`src/rtl/mux5_arb_pkg.sv`:
```
// Shared constants and types for the five-way round-robin arbiter
// that drives the select of a shared mux5 datapath.
package mux5_arb_pkg;
    localparam int NREQ  = 5;
    localparam int SEL_W = 3;

    localparam logic [SEL_W-1:0] SEL_CIN1 = 3'd0;
    localparam logic [SEL_W-1:0] SEL_CIN2 = 3'd1;
    localparam logic [SEL_W-1:0] SEL_CIN3 = 3'd2;
    localparam logic [SEL_W-1:0] SEL_CIN4 = 3'd3;
    localparam logic [SEL_W-1:0] SEL_CIN5 = 3'd4;

    // With last at 4 the search begins at requester 0.
    localparam logic [SEL_W-1:0] RESET_LAST = 3'd4;

    typedef enum logic {
        IDLE,
        GRANT
    } state_t;
endpackage

```
`src/rtl/mux5_rr_arbiter_rr_pick5.sv`:
```
// Combinational round-robin pick: the first set candidate bit found
// scanning upward from last+1, wrapping 4 -> 0.
module rr_pick5
    import mux5_arb_pkg::*;
(
    input  logic [NREQ-1:0]  cand,
    input  logic [SEL_W-1:0] last,
    output logic [NREQ-1:0]  win,
    output logic [SEL_W-1:0] idx,
    output logic             any_valid
);
    logic [3:0]       pos;
    logic [SEL_W-1:0] probe;

    // Scanning from the farthest offset back to the nearest lets the
    // nearest set bit overwrite the others.
    always_comb begin
        idx       = '0;
        any_valid = 1'b0;
        pos       = '0;
        probe     = '0;
        for (int k = NREQ; k >= 1; k--) begin
            pos = {1'b0, last} + 4'(k);
            if (pos >= 4'(NREQ)) begin
                pos = pos - 4'(NREQ);
            end
            probe = pos[SEL_W-1:0];
            if (cand[probe]) begin
                idx       = probe;
                any_valid = 1'b1;
            end
        end
    end

    generate
        for (genvar gi = 0; gi < NREQ; gi++) begin : g_win
            assign win[gi] = any_valid & (idx == SEL_W'(gi));
        end
    endgenerate
endmodule

```
`src/rtl/mux5_rr_arbiter.sv`:
```
// Five-requester round-robin arbiter: registered one-hot grant and
// mux5 select, valid/ready towards the consumer, done pulse on accept.
module mux5_rr_arbiter #(
    parameter int NREQ  = 5,
    parameter int SEL_W = 3
) (
    input  logic             clk,
    input  logic             rst,
    input  logic [NREQ-1:0]  req,
    input  logic             out_ready,
    output logic [NREQ-1:0]  gnt,
    output logic [SEL_W-1:0] sel,
    output logic             out_valid,
    output logic [NREQ-1:0]  done
);
    import mux5_arb_pkg::*;

    generate
        if (NREQ != 5 || SEL_W != 3) begin : g_bad_param
            $error("mux5_rr_arbiter supports only NREQ=5, SEL_W=3");
        end
    endgenerate

    state_t           state_reg, state_next;
    logic [NREQ-1:0]  gnt_reg, gnt_next;
    logic [SEL_W-1:0] sel_reg, sel_next;
    logic [SEL_W-1:0] last_reg, last_next;
    logic             out_valid_reg, out_valid_next;

    logic [NREQ-1:0]  pick_cand;
    logic [SEL_W-1:0] pick_last;
    logic [NREQ-1:0]  pick_win;
    logic [SEL_W-1:0] pick_idx;
    logic             pick_any;
    logic             winner_held;

    rr_pick5 u_pick (
        .cand      (pick_cand),
        .last      (pick_last),
        .win       (pick_win),
        .idx       (pick_idx),
        .any_valid (pick_any)
    );

    // A granted requester that drops req before accept aborts the transfer.
    assign winner_held = |(req & gnt_reg);

    always_comb begin
        state_next     = state_reg;
        gnt_next       = gnt_reg;
        sel_next       = sel_reg;
        last_next      = last_reg;
        out_valid_next = out_valid_reg;
        pick_cand      = req;
        pick_last      = last_reg;
        case (state_reg)
            IDLE: begin
                if (pick_any) begin
                    gnt_next       = pick_win;
                    sel_next       = pick_idx;
                    out_valid_next = 1'b1;
                    state_next     = GRANT;
                end
            end
            GRANT: begin
                // Current winner is masked and becomes the new search origin.
                pick_cand = req & ~gnt_reg;
                pick_last = sel_reg;
                if (!winner_held) begin
                    last_next      = sel_reg;
                    gnt_next       = '0;
                    out_valid_next = 1'b0;
                    state_next     = IDLE;
                end else if (out_ready) begin
                    last_next = sel_reg;
                    if (pick_any) begin
                        gnt_next = pick_win;
                        sel_next = pick_idx;
                    end else begin
                        gnt_next       = '0;
                        out_valid_next = 1'b0;
                        state_next     = IDLE;
                    end
                end
            end
            default: begin
                state_next = IDLE;
            end
        endcase
    end

    always_ff @(posedge clk) begin
        if (rst) begin
            state_reg     <= IDLE;
            gnt_reg       <= '0;
            sel_reg       <= SEL_CIN1;
            last_reg      <= RESET_LAST;
            out_valid_reg <= 1'b0;
        end else begin
            state_reg     <= state_next;
            gnt_reg       <= gnt_next;
            sel_reg       <= sel_next;
            last_reg      <= last_next;
            out_valid_reg <= out_valid_next;
        end
    end

    assign gnt       = gnt_reg;
    assign sel       = sel_reg;
    assign out_valid = out_valid_reg;
    assign done      = gnt_reg & {NREQ{out_ready & winner_held & ~rst}};
endmodule

```
`config.mk`:
```
export PLATFORM = sky130hd
export DESIGN_NAME = mux5_rr_arbiter
export DESIGN_NICKNAME = d
export VERILOG_FILES = /design/src/rtl/mux5_arb_pkg.sv /design/src/rtl/mux5_rr_arbiter_rr_pick5.sv /design/src/rtl/mux5_rr_arbiter.sv
export SDC_FILE = /design/constraint.sdc
export NUM_CORES = 1
export LEC_CHECK = 0
export CORE_UTILIZATION = 25
export DETAILED_ROUTE_END_ITERATION = 16
export GPL_ROUTABILITY_DRIVEN = 0
export GPL_TIMING_DRIVEN = 0
export PLACE_DENSITY = 0.5
export SETUP_SLACK_MARGIN = 0.05
export SLEW_MARGIN = 40
export SYNTH_ARGS = -nofsm -noshare
export SYNTH_HDL_FRONTEND = slang
export SYNTH_SLANG_ARGS = --single-unit
```
`constraint.sdc`:
```
create_clock -name clk -period 3.4 [get_ports clk]
set_input_delay 0.34 -clock clk [delete_from_list [all_inputs] [get_ports clk]]
set_output_delay 0.34 -clock clk [all_outputs]
set_load 0.01 [all_outputs]
```
==> summary.md <==
| Metric | Value |
|---|---|
| Status | finished, final reports clean |
| Reg-to-Reg End | gnt[0] |
| DR pass1 iterations | 4 |
| Total gr overflow | 0 |
| Initial antenna violation count | 0 |
| CTS H-tree lvls | 1 |
| DP HPWL | 3960 um |
| Yosys warns | 0 |
| Clock slew at reported path FFs | 60 ps |
| Final hold slack | 474 ps |
| Max-slew violations | 0 |
| Most frequent cells in the layout | clkdlybuf4s50_1 (21), mux2i_1 (12), nor2_1 (12), nand2b_1 (11) |
| Seq/Total Area, Yosys | 15.5% |
| Number of cell rows | 29 |
| Synthesized area | 1680 um^2 |
| Slew @ Worst Pin | 607 ps |
| WL final | 5430 um |
| Crit path to | gnt[0] |
| I/O pin cnt | 22 |
| Clk Latency, worst-skew pair | 250 ps |
| Worst flop-to-flop path startpoint | state_reg |
| Max reg flops | 5 |
| N_diodes | 0 |
| Min-delay worst type | register to register |
| Crit share post-route | 96.3% |
| Top_reg_cell synth | dfxtp_1 |
| Area leader, netlist | dfxtp_1 |
| Starting Density | 26.1% |
| Yosys reg bits | 13 |
| Clock skew | 2.87 ps |
| Setup TNS | 0 ps |
| Die area | 7040 um^2 |
| Crit end category | register |
| Vias in the first global route | 1663 |
| Via count | 1763 |
| Critical Path Start Type | register |
| Number of synthesized flops with an enable pin | 0 |
| Ranking of synthesized cells by area | dfxtp_1 (16%), mux2i_1 (7.8%), ha_1 (6.0%), nand2b_1 (4.5%), mux4_2 (4.0%) |
| Crit path max fanout | 9 |
| Total CTS buffers | 3 |
| Placed Area | 2010 um^2 |
| Rel. slew slack | 59.5% |
| Syn_area_per_cell | 8.43 um^2 |
| Most common cell after layout, fill and taps aside | clkdlybuf4s50_1 |
| Placed cells | 297 |
| Max_cap viols | 0 |
| Final Cell Area | 2410 um^2 |
| Vias per std cell | 5.60 |
| Synth unique cells | 60 |
| Net switching power | 1.47 mW |
| Yosys top cell area share | 15.5% |
| Utilization after layout | 37.5% |
| CTS Hold Bufs | 0 |
| DR DRC count | 0 |
| Share of layout cells above drive strength 1 | 30.7% |
| Tot Pwr | 2.91 mW |
| Worst EP required | 3570 ps |
| Die width | 83.9 um |
| PortBufs | 21 |
| DRT antenna net count | 0 |
| Clk buf depth | 2 |
| Gate power share | 86.0% |
| Mapped Nets | 215 |
| Final min period | 3280 ps |
| DRT iter0 DRCs | 108 |
| WP data arrival | 3440 ps |
| Finished Layout Cells | 315 |
| RSZ-0062 raised after global routing | yes |
| Leakage power | 0.858 nW |
| GRT Util Overall | 15.0% |
| Die height | 83.9 um |
| Worst R2R Setup Slack | 120 ps |
| Area Overhead vs Synth | 43.8% |
| Hold Fails Final Rpt | 0 |
| FILL cells | 645 |
| CTS root buf | clkbuf_8 |
| Critical Path Start | state_reg |
| Pre-CTS WS | -451 ps |
| Pwr/cell area | 1210 nW/um^2 |
| CTS tree | yes |
| Net Sw Frac | 50.5% |
| Routed len/inst | 17.2 um |
| Largest net degree at the start of global routing | 13 |
| First-pass GRT wire length | 8500 um |
| Peak VDD IR | 0.385 mV |
| CTS sink cnt | 13 |
| Depth of the worst register-to-register path | 13 |
| Worst setup margin | 124 ps |
| Core area | 6420 um^2 |
| Nets | 255 |
| Seq pwr share | 9.2% |
| Setup-failing EPs final | 0 |
| Internal Power | 1.44 mW |
| Fmax | 305 MHz |
| Clk network pwr share | 4.8% |
| Cell count after synthesis | 199 |
| Critical path class | register to register |
| Post-synth ARST share | 0% |
## synth_stat cells, drive strengths merged, types with 3 or more instances
| cell | count |
|---|---|
| mux2i | 16 |
| dfxtp | 13 |
| inv | 12 |
| nand2b | 12 |
| nor2 | 12 |
| nor3 | 12 |
| o21ai | 11 |
| a21oi | 8 |
| ha | 8 |
| nand2 | 8 |
| buf | 6 |
| a21boi | 5 |
| a221oi | 5 |
| a21bo | 4 |
| a32oi | 4 |
| mux2 | 4 |
| o211ai | 4 |
| o21a | 4 |
| o31ai | 4 |
| o32ai | 4 |
| mux4 | 3 |
| nand3b | 3 |
| o22ai | 3 |
## power groups by stage
stage | clock network, mW | registers (mW) | logic [mW]
after floorplan | 0 | 0.257 | 1.50
after global placement | 0 | 0.262 | 1.94
after detailed placement | 0 | 0.262 | 1.93
after CTS | 0.142 | 0.269 | 2.21
after global routing | 0.149 | 0.277 | 2.68
final | 0.140 | 0.268 | 2.50
## kinds of logic after synthesis
logic type | synth area share (%)
compound gates | 34.0
xor+xnor | 1.04
fa+ha+maj | 5.97
buf+inv | 5.30
flops | 15.5
mux | 17.5
simple gates | 20.7
## how the worst min path moves through the flow
| stage | startpoint | end | depth (start not counted) |
|---|---|---|---|
| 2_1_floorplan | rst | state_reg | 1 |
| 3_3_place_gp | out_valid | out_valid | 2 |
| 3_5_place_dp | out_valid | out_valid | 2 |
| 4_1_cts | out_valid | out_valid | 2 |
| 5_1_grt | out_valid | out_valid | 2 |
| 6_report | out_valid | out_valid | 2 |
## worst max-delay path, stage by stage, from the launching register on
cell      delay (ps)
dfxtp_4          410
mux2i_4          270
buf_6            130
buf_12           100
inv_8             40
ha_4             150
nand2b_4         160
a211o_1          320
mux2_4           310
nor4b_4          360
nor3_4           110
a211o_1          340
a32o_2           270
o32ai_2          230
## metal layers
layer	routed length (um)	up-vias	global-route usage, %
li1	-	867	-
met1	2520	851	19.5
met2	2660	35	25.4
met3	150	10	2.37
met4	95	0	4.70
met5	0	-	0
## cell type report
class | instances | area [um^2] | share of cell area, %
tap | 77 | 96.3 | 4.00
inverter | 12 | 57.6 | 2.39
timing repair buffer | 35 | 343 | 14.2
sequential | 13 | 267 | 11.1
buffer | 8 | 70.1 | 2.91
clock buffer | 3 | 41.3 | 1.71
clock inverter | 1 | 5.00 | 0.208
multi-input combinational | 166 | 1530 | 63.5
## timing repair
action	CTS	global route
pin swaps	4	13
buffers inserted	7	7
setup endpoints to repair	10	8
cloned	0	0
endpoints found under the hold margin	0	0
gates resized for setup	23	28
(Power assumes the default switching activity.)
